## src/rtl/adc_cap_pkg.sv

```systemverilog
// Shared types for the ADC capture gate.
//   cap_state_t : capture sequencer states
//   cap_mode_t  : trigger source selection (encoding matches the 2-bit mode input)
package adc_cap_pkg;

  typedef enum logic [2:0] {
    IDLE,
    ARMED,
    DELAY,
    CAPTURE,
    DONE
  } cap_state_t;

  typedef enum logic [1:0] {
    MODE_IMM       = 2'd0,
    MODE_SYSREF    = 2'd1,
    MODE_SW        = 2'd2,
    MODE_SW_SYSREF = 2'd3
  } cap_mode_t;

endpackage

```

## src/rtl/cap_trig_sel.sv

```systemverilog
// Trigger selection for the ADC capture gate.
//   clk, rst : clock and synchronous active-high reset
//   armed    : sequencer is waiting for a trigger; triggers are only produced while high
//   sysref   : SYSREF already registered in clk; rising edge detected here
//   sw_trig  : software trigger pulse
//   mode     : trigger source latched at arm
//   trig     : 1-cycle trigger toward the sequencer
module cap_trig_sel
  import adc_cap_pkg::*;
(
  input  logic      clk,
  input  logic      rst,
  input  logic      armed,
  input  logic      sysref,
  input  logic      sw_trig,
  input  cap_mode_t mode,
  output logic      trig
);

  logic sysref_q;
  logic qual_q;
  logic qual_d;
  logic sysref_rise;

  assign sysref_rise = sysref & ~sysref_q;

  // The qualifier only exists while armed, so a stale sw_trig from an earlier
  // sequence can never release a later capture.
  always_comb begin
    qual_d = qual_q;
    if (!armed) begin
      qual_d = 1'b0;
    end else if (sw_trig && (mode == MODE_SW_SYSREF)) begin
      qual_d = 1'b1;
    end
  end

  always_ff @(posedge clk) begin
    if (rst) begin
      sysref_q <= 1'b0;
      qual_q   <= 1'b0;
    end else begin
      sysref_q <= sysref;
      qual_q   <= qual_d;
    end
  end

  // Mode 3 looks at the registered qualifier, so a rise in the same cycle as
  // sw_trig does not fire.
  always_comb begin
    trig = 1'b0;
    if (armed) begin
      unique case (mode)
        MODE_IMM:       trig = 1'b1;
        MODE_SYSREF:    trig = sysref_rise;
        MODE_SW:        trig = sw_trig;
        MODE_SW_SYSREF: trig = qual_q & sysref_rise;
      endcase
    end
  end

endmodule

```

## src/rtl/adc_capture_ctrl.sv

```systemverilog
// Capture gate between NCHAN ADC AXI4-Stream outputs and the PS readout buffers.
// After arm and a selectable trigger, waits trig_dly cycles, then forwards
// cap_len+1 aligned beats per enabled channel with tlast on the final beat.
//   aclk, arst             : clock, synchronous active-high reset
//   s_axis_*               : ADC input streams (tready tied high, ADCs never stall)
//   m_axis_*               : registered output streams to the readout buffers
//   sysref, arm, sw_trig   : trigger/control pulses
//   mode, chan_en, cap_len, trig_dly : configuration, sampled on an accepted arm
//   busy, done, overflow, beat_count : status
module adc_capture_ctrl
  import adc_cap_pkg::*;
#(
  parameter int unsigned NCHAN     = 4,
  parameter int unsigned ADC_WIDTH = 128,
  parameter int unsigned LEN_BITS  = 14,
  parameter int unsigned DLY_BITS  = 16
) (
  input  logic                       aclk,
  input  logic                       arst,
  input  logic [NCHAN*ADC_WIDTH-1:0] s_axis_tdata,
  input  logic [NCHAN-1:0]           s_axis_tvalid,
  output logic [NCHAN-1:0]           s_axis_tready,
  output logic [NCHAN*ADC_WIDTH-1:0] m_axis_tdata,
  output logic [NCHAN-1:0]           m_axis_tvalid,
  output logic [NCHAN-1:0]           m_axis_tlast,
  input  logic [NCHAN-1:0]           m_axis_tready,
  input  logic                       sysref,
  input  logic                       arm,
  input  logic                       sw_trig,
  input  logic [1:0]                 mode,
  input  logic [NCHAN-1:0]           chan_en,
  input  logic [LEN_BITS-1:0]        cap_len,
  input  logic [DLY_BITS-1:0]        trig_dly,
  output logic                       busy,
  output logic                       done,
  output logic                       overflow,
  output logic [LEN_BITS:0]          beat_count
);

  cap_state_t          state_q, state_d;
  cap_mode_t           mode_q;
  logic [NCHAN-1:0]    chan_en_q;
  logic [LEN_BITS-1:0] cap_len_q;
  logic [DLY_BITS-1:0] trig_dly_q;
  logic [DLY_BITS-1:0] dly_cnt_q, dly_cnt_d;
  logic [LEN_BITS:0]   beat_cnt_q, beat_cnt_d;
  logic                overflow_q, overflow_d;
  logic                done_q, done_d;

  logic                armed;
  logic                trig;
  logic                arm_ok;
  logic                beat_ok;
  logic                cap_beat;
  logic                last_beat;
  logic [LEN_BITS:0]   cap_total;

  assign s_axis_tready = '1;

  assign armed     = (state_q == ARMED);
  assign arm_ok    = (state_q == IDLE) && arm;
  // Disabled channels never hold back the aligned beat.
  assign beat_ok   = &(s_axis_tvalid | ~chan_en_q);
  assign cap_beat  = (state_q == CAPTURE) && beat_ok;
  // One wider than cap_len so the maximum length does not wrap.
  assign cap_total = {1'b0, cap_len_q} + 1'b1;
  assign last_beat = cap_beat && ((beat_cnt_q + 1'b1) == cap_total);

  cap_trig_sel u_trig_sel (
    .clk     (aclk),
    .rst     (arst),
    .armed   (armed),
    .sysref  (sysref),
    .sw_trig (sw_trig),
    .mode    (mode_q),
    .trig    (trig)
  );

  always_comb begin
    state_d    = state_q;
    dly_cnt_d  = dly_cnt_q;
    beat_cnt_d = beat_cnt_q;
    done_d     = 1'b0;
    // Beats are never held: any refused beat is lost and flagged.
    overflow_d = overflow_q | (|(m_axis_tvalid & ~m_axis_tready));

    unique case (state_q)
      IDLE: begin
        if (arm) begin
          state_d    = ARMED;
          beat_cnt_d = '0;
          overflow_d = 1'b0;
        end
      end
      ARMED: begin
        if (trig) begin
          if (trig_dly_q == '0) begin
            state_d = CAPTURE;
          end else begin
            state_d   = DELAY;
            dly_cnt_d = {{(DLY_BITS-1){1'b0}}, 1'b1};
          end
        end
      end
      DELAY: begin
        if (dly_cnt_q == trig_dly_q) begin
          state_d = CAPTURE;
        end else begin
          dly_cnt_d = dly_cnt_q + 1'b1;
        end
      end
      CAPTURE: begin
        if (cap_beat) begin
          beat_cnt_d = beat_cnt_q + 1'b1;
          if (last_beat) begin
            state_d = DONE;
          end
        end
      end
      DONE: begin
        state_d = IDLE;
        done_d  = 1'b1;
      end
      default: state_d = IDLE;
    endcase
  end

  always_ff @(posedge aclk) begin
    if (arst) begin
      state_q    <= IDLE;
      dly_cnt_q  <= '0;
      beat_cnt_q <= '0;
      overflow_q <= 1'b0;
      done_q     <= 1'b0;
      mode_q     <= MODE_IMM;
      chan_en_q  <= '0;
      cap_len_q  <= '0;
      trig_dly_q <= '0;
    end else begin
      state_q    <= state_d;
      dly_cnt_q  <= dly_cnt_d;
      beat_cnt_q <= beat_cnt_d;
      overflow_q <= overflow_d;
      done_q     <= done_d;
      if (arm_ok) begin
        mode_q     <= cap_mode_t'(mode);
        chan_en_q  <= chan_en;
        cap_len_q  <= cap_len;
        trig_dly_q <= trig_dly;
      end
    end
  end

  for (genvar i = 0; i < NCHAN; i++) begin : g_chan
    logic                 valid_q;
    logic                 last_q;
    logic [ADC_WIDTH-1:0] data_q;

    always_ff @(posedge aclk) begin
      if (arst) begin
        valid_q <= 1'b0;
        last_q  <= 1'b0;
        data_q  <= '0;
      end else begin
        valid_q <= cap_beat & chan_en_q[i];
        last_q  <= last_beat & chan_en_q[i];
        if (cap_beat && chan_en_q[i]) begin
          data_q <= s_axis_tdata[i*ADC_WIDTH +: ADC_WIDTH];
        end
      end
    end

    assign m_axis_tvalid[i]                         = valid_q;
    assign m_axis_tlast[i]                          = last_q;
    assign m_axis_tdata[i*ADC_WIDTH +: ADC_WIDTH]   = data_q;
  end

  assign busy       = (state_q != IDLE);
  assign done       = done_q;
  assign overflow   = overflow_q;
  assign beat_count = beat_cnt_q;

endmodule

```

## config.mk

```make
export PLATFORM = sky130hd
export DESIGN_NAME = adc_capture_ctrl
export DESIGN_NICKNAME = d
export VERILOG_FILES = /design/src/rtl/adc_cap_pkg.sv /design/src/rtl/cap_trig_sel.sv /design/src/rtl/adc_capture_ctrl.sv
export SDC_FILE = /design/constraint.sdc
export NUM_CORES = 1
export LEC_CHECK = 0
export ABC_CLOCK_PERIOD_IN_PS = 2350
export BUFFER_PORTS_ARGS = -buffer_cell sky130_fd_sc_hd__buf_2
export CAP_MARGIN = 20
export CELL_PAD_IN_SITES_DETAIL_PLACEMENT = 1
export CELL_PAD_IN_SITES_GLOBAL_PLACEMENT = 1
export CORE_AREA = 2 2 424 426
export DETAILED_ROUTE_END_ITERATION = 8
export DIE_AREA = 0 0 426 428
export GPL_TIMING_DRIVEN = 0
export PLACE_DENSITY_LB_ADDON = 0.08
export SKIP_LAST_GASP = 1
export SLEW_MARGIN = 10
export SYNTH_ARGS = -nofsm -noshare
export SYNTH_HDL_FRONTEND = slang
export SYNTH_SLANG_ARGS = --single-unit
```

## constraint.sdc

```tcl
create_clock -name aclk -period 2.35 [get_ports aclk]
set_input_delay 0.235 -clock aclk [delete_from_list [all_inputs] [get_ports aclk]]
set_output_delay 0.235 -clock aclk [all_outputs]
set_load 0.005 [all_outputs]
```

**After elaboration in Yosys (flattened, before gate mapping)**

Index checks and enable logic that the tools add are counted.

- Output and inout port bits: 542
- Logic and storage cells: 98
- Memory bits (read-only): 0
- Latch bits: 0
- Memory bits (writable): 0
- Input port bits: 561
- Memories kept: 0
- Register bits after elaboration: 594

- Bitwise operators: 17
- Magnitude comparators: 0
- Add/subtract/negate cells: 3
- Shifts and indexed selects: 0
- Reductions and logical operators: 20
- $mul: 0
- Equal/unequal tests: 16
- Div/mod/pow operators: 0
- Muxes and demuxes: 19

Operators by type and width:

| cell | number |
|---|---|
| 16-bit two-way mux | 3 |
| 16-bit one-hot mux with 2 select lines | 1 |
| 15-bit two-way mux | 2 |
| 15-bit one-hot mux with 2 select lines | 1 |
| 16-bit by 1-bit adder with 16-bit output, second input constant | 1 |
| 16-bit equality test | 1 |
| 16-bit zero test | 1 |
| 14-bit by 1-bit adder with 15-bit output, second input constant | 1 |
| 15-bit by 1-bit adder with 15-bit output, second input constant | 1 |
| 15-bit equality test | 1 |
| 3-bit two-way mux | 5 |
| 2-bit != test, second input constant | 7 |
| 3-bit one-hot mux with 4 select lines | 1 |
| 1-bit AND | 10 |
| 1-bit logical AND | 8 |
| 4-bit NOT | 2 |
| 4-bit AND reduction | 2 |
| 3-bit by 2-bit equality test with 1-bit output, second input constant | 2 |
| 1-bit two-way mux | 5 |
| 5-bit AND reduction | 1 |
| 4-bit AND | 1 |
| 2-bit equality test, second input constant | 2 |
| 4-bit OR | 1 |
| 1-bit one-hot mux with 4 select lines | 1 |
| 12 further kinds | 14 |

**Depth between registers and ports, before layout**

- Depth in word-level cells: 8
- Depth in mapped cells: 9
- Mapped depth without buffers: 8

**Cells and area by module**

From an unflattened synthesis, not the netlist that was laid out.

- Cells, all modules: 2760
- Area total of the unflattened synthesis: 21685.8 µm²

Modules (own cells, without submodules):

| module | times used | area an instance (µm²) | cells an instance | seq. area each (µm²) |
|---|---|---|---|---|
| adc_capture_ctrl | 1 | 21599.5 | 2751 | 11851.4 |
| cap_trig_sel | 1 | 86.3 | 9 | 40.0 |

**Worst setup path before layout**

Ideal clock, no wire load.

- Kind: register to register
- Start: reg beat_cnt_q[0], in the netlist beat_count[0]
- End: reg state_q[0]
- Clock period less this slack: 2.253 ns
- Library setup time: 0.074 ns
- Slack: 0.097 ns
- Arrival: 2.179 ns
- Cell stages (with the launch flop): 9
- Path buffers: 0
- Data required time: 2.276 ns
- Path through: dfxtp_1 ha_1 nand3_1 or4_4 xor2_1 xnor2_1 nor3b_1 or3_1 a31oi_1

- Cells in the longest elaborated chain, start to end: 5

RTL lines:

| what | line | RTL |
|---|---|---|
| start, declared | adc_capture_ctrl.sv:46 | `logic [LEN_BITS:0] beat_cnt_q, beat_cnt_d;` |
| start signal, assigned | adc_capture_ctrl.sv:142 | `beat_cnt_q <= beat_cnt_d;` |
| 15-bit by 1-bit adder with 15-bit output | adc_capture_ctrl.sv:67 | `assign last_beat = cap_beat && ((beat_cnt_q + 1'b1) == cap_total);` |
| 15-bit equality test | adc_capture_ctrl.sv:67 |  |
| 1-bit logical AND | adc_capture_ctrl.sv:67 |  |
| 2-bit != test (no source line) | n/a |  |
| 5-bit AND reduction (no source line) | n/a |  |
| end signal, assigned | adc_capture_ctrl.sv:140 | `state_q <= state_d;` |
| end, declared | adc_capture_ctrl.sv:40 | `cap_state_t state_q, state_d;` |

Every way passes these cells.
A chain may end at the register's enable or synchronous reset.

**Worst setup path in the final report**

- Start: reg beat_cnt_q[0], in the netlist beat_count[0]
- End: reg g_chan[2].last_q

- Cells in the longest elaborated chain, start to end: 4

RTL lines:

| what | line | RTL |
|---|---|---|
| 15-bit by 1-bit adder with 15-bit output | adc_capture_ctrl.sv:67 |  |
| 15-bit equality test | adc_capture_ctrl.sv:67 |  |
| 1-bit logical AND | adc_capture_ctrl.sv:67 |  |
| 1-bit AND | adc_capture_ctrl.sv:166 | `last_q <= last_beat & chan_en_q[i];` |
| end signal, assigned | adc_capture_ctrl.sv:166 |  |
| end, declared | adc_capture_ctrl.sv:156 | `logic last_q;` |

Every way passes these cells.

==> impl_metrics.json <==
{
  "cap_violations": 0,
  "synth_xor_area_share_pct": 2.30,
  "cts_tree": "built",
  "gp_congestion": 0.798,
  "grt_pass1_wl_mm": 216,
  "synth_common_cells": "1,127 x nand2_1, 594 x dfxtp_1, 566 x a21oi_1",
  "p_int_uw": 20100,
  "required_ns": 2.92,
  "total_power_uw": 27600,
  "dp_hpwl_mm": 126,
  "die_h_um": 428,
  "seq_area_frac_synth_pct": 54.9,
  "relSlewSlack_pct": 34.1,
  "hp-class": "input pin to register",
  "yosys.area_share.simple_pct": 23.5,
  "path_cells": "ha_4, nand3_4, nor4_4, xnor2_1, xnor2_1, and4b_1, o31ai_4, buf_12, nor3_1",
  "synth_edf_count": 0,
  "p_per_area_nw_per_um2": 691,
  "path_common_cell": "xnor2_1",
  "clock_latency_ns": 0.72,
  "initial_core_util_pct": 12.2,
  "finish.instance_area_um2": 40000,
  "ys_ff_latch": 594,
  "synth_top_family_by_area": "simple AND/OR/NAND/NOR gates",
  "grt_pass1_vias": 27643,
  "drtIter0Drc": 828,
  "drtPass1Iterations": 4,
  "clk_path_buf_depth": 3,
  "critPathCaptureType": "register",
  "place_area_um2": 30200,
  "fmax_ghz": 0.441,
  "synth_area_per_cell_um2": 7.83,
  "crit_fanout": 6,
  "cts_root_buffer": "clkbuf_16",
  "io_buffer_count": 1097,
  "grt_use_total_pct": 16.6,
  "utilization_pct": 22.5,
  "timing.setup.tns_ns": 0,
  "syn_to_final_growth_pct": 84.4,
  "async_flop_share_pct": 0,
  "timing.final.hold_violations": 0,
  "grt_max_degree": 12,
  "clkTransAtPathRegs_ns": 0.06,
  "cts.htree.levels": 3,
  "slowest_stage": "dfxtp_4",
  "antenna_left": 0,
  "die_x_um": 426,
  "yosys.area.top_type": "dfxtp_1",
  "core_um2": 178000,
  "routedWlPerCell_um": 22.4,
  "netlist_top_cells_area": "dfxtp_1 55%, nand2_1 20%, a21oi_1 13%",
  "crit_path_start_kind": "register",
  "path_class": "register to register",
  "yosysWarningCount": 0,
  "die-area_um2": 182000,
  "status": "complete, no violations",
  "synthesis.area_um2": 21700,
  "finalWirelength_mm": 156,
  "finalCritPeriodShare_pct": 96.5,
  "synth-adder-area-share_pct": 0.173,
  "skew_ns": 0.0298,
  "worst_pin_slew_ns": 0.989,
  "nets": 5104,
  "drc": 0,
  "critPathLaunch": "beat_count[0]",
  "fillerInstances": 21310,
  "p_leak_uw": 0.0168,
  "core.rowCount": 155,
  "p_clk_share_pct": 48.9,
  "ys.flop_type": "dfxtp_1",
  "finalCriticalPeriod_ns": 2.27,
  "vias_per_cell": 3.71,
  "worst_hold_startpoint": "s_axis_tvalid[0]",
  "antenna_found_initial": 46,
  "rsz0062_at_grt": "yes",
  "reg2reg_from": "beat_count[0]",
  "cts_buffers": 87,
  "setup_violations": 0,
  "critPathMaxStageDelay_ns": 0.39,
  "clkSinkCount": 594,
  "synth_compound_gate_area_share_pct": 14.4,
  "synth_cell_types": 51,
  "io-pin-count": 1103,
  "slew_viol_final": 0,
  "drive_above_1_share_pct": 32.5,
  "p_sw_uw": 7530,
  "dp.cells": 6225,
  "share_comb_of_total_power_pct": 12.9,
  "instances_no_fill": 6972,
  "vias": 25862,
  "p_seq_share_pct": 38.2,
  "gr-total-overflow": 0,
  "synthMuxAreaShare_pct": 0.323,
  "synth_cells": 2766,
  "switching_share_pct": 27.2,
  "synth_top_area_share_pct": 54.9,
  "ir_drop_mv": 0.451,
  "crit_arrival_ns": 2.84,
  "yosysMostFrequentCell": "nand2_1"
}
[cells by family (layout without fill, tap and decap cells)]
group                    count (synthesis)  after routing
AO/OA/AOI/OAI                          608            608
XOR/XNOR                                57             57
adder cells (fa/ha/maj)                  3              3
buffers and inverters                  225           2055
flip-flops                             594            594
multiplexers                             7              7
other                                    1             22
AND/OR/NAND/NOR                       1271           1271
[layout by cell type (no fill, tap or decap), types with 7 or more instances in the layout]
master | synthesis | routed
mux2i_1 | 7 | 7
buf_12 | 0 | 8
nand3_1 | 12 | 10
nor2_1 | 35 | 30
clkbuf_16 | 0 | 95
xor2_1 | 25 | 24
clkbuf_2 | 0 | 27
clkbuf_1 | 148 | 93
inv_1 | 15 | 15
or2_2 | 7 | 7
buf_8 | 0 | 11
dfxtp_2 | 0 | 9
a21oi_1 | 566 | 560
clkbuf_4 | 0 | 31
dlygate4sd3_1 | 0 | 555
o21ai_0 | 16 | 15
clkinv_2 | 0 | 7
nand4_1 | 11 | 11
nor4_1 | 13 | 9
clkbuf_8 | 0 | 27
dfxtp_4 | 0 | 9
nand2_1 | 1127 | 1105
diode_2 | 0 | 18
buf_6 | 0 | 16
nand2_2 | 0 | 18
xnor2_1 | 32 | 29
buf_4 | 12 | 50
buf_2 | 47 | 1110
dfxtp_1 | 594 | 576
[layer usage]
layer | vias to the layer above | global-route usage (%) | share of wire, %
li1 | 12598 | - | -
met1 | 12349 | 18.5 | 40
met2 | 702 | 30.9 | 52
met3 | 183 | 4.66 | 5.9
met4 | 30 | 3.84 | 2.0
met5 | - | 0 | 0.13
[final cells by class]
cell class / count / area [um2] / area share, %
antenna: 18 / 45.0 / 0.113
buffer: 207 / 1410 / 3.52
clock buffer: 133 / 2640 / 6.62
clock inverter: 15 / 196 / 0.492
inverter: 15 / 56.3 / 0.141
multi-input combinational: 1950 / 9280 / 23.2
sequential: 594 / 11900 / 29.9
tap: 2355 / 2950 / 7.38
timing repair buffer: 1685 / 11400 / 28.6
[through the flow]
| stage | hold WS [ns] | setup slack (ns) |
|---|---|---|
| after floorplan | 0.363 | 0.0966 |
| after global placement | 0.440 | -1.48 |
| after detailed placement | 0.443 | -1.14 |
| after CTS | 0.0246 | -0.0518 |
| after global routing | 0.0291 | -0.0412 |
| final | 0.0405 | 0.0827 |
[flip-flops by register name, indices dropped and copies added (netlist names)]
| name | count |
|---|---|
| done | 1 |
| g_chan.valid_q | 4 |
| trig_dly_q | 16 |
| g_chan.data_q | 512 |
| cap_len_q | 14 |
| dly_cnt_q | 16 |
| g_chan.last_q | 4 |
| beat_count | 15 |
| u_trig_sel.qual_q | 1 |
| overflow | 1 |
| chan_en_q | 4 |
| u_trig_sel.sysref_q | 1 |
| mode_q | 2 |
| state_q | 3 |
[critical path, delay by kind of cell (launching register included)]
family,cells,cell delay [ns]
fa+ha+maj,1,0.17
xor+xnor,2,0.43
buf+inv,1,0.16
simple gates,4,0.68
flops,1,0.39
compound gates,1,0.29
[power by group through the flow]
stage,clock network (uW),registers (uW),logic [uW]
2_1_floorplan,0,10700,1150
3_3_place_gp,0,10800,2550
3_5_place_dp,0,10800,2560
4_1_cts,14100,10600,3560
5_1_grt,14500,10600,3930
6_report,13500,10600,3570
[worst paths after layout]
kind / endpoint / slack, ns / depth (start not counted)
hold reg to reg: g_chan[3].data_q[31] / 0.45 / 2
hold / removal: state_q[0] / 0.04 / 4
setup reg to reg: g_chan[2].last_q / 0.08 / 9
setup / recovery: g_chan[2].last_q / 0.08 / 9
[repair_timing]
action	in CTS	in global routing
gates resized for setup	242	132
hold buffers	555	0
endpoints found under the setup margin	561	525
cloned	0	5
buffers inserted	11	13
pin swaps	13	17
endpoints found under the hold margin	552	0
No activity file was read; power rests on OpenSTA's default activity.
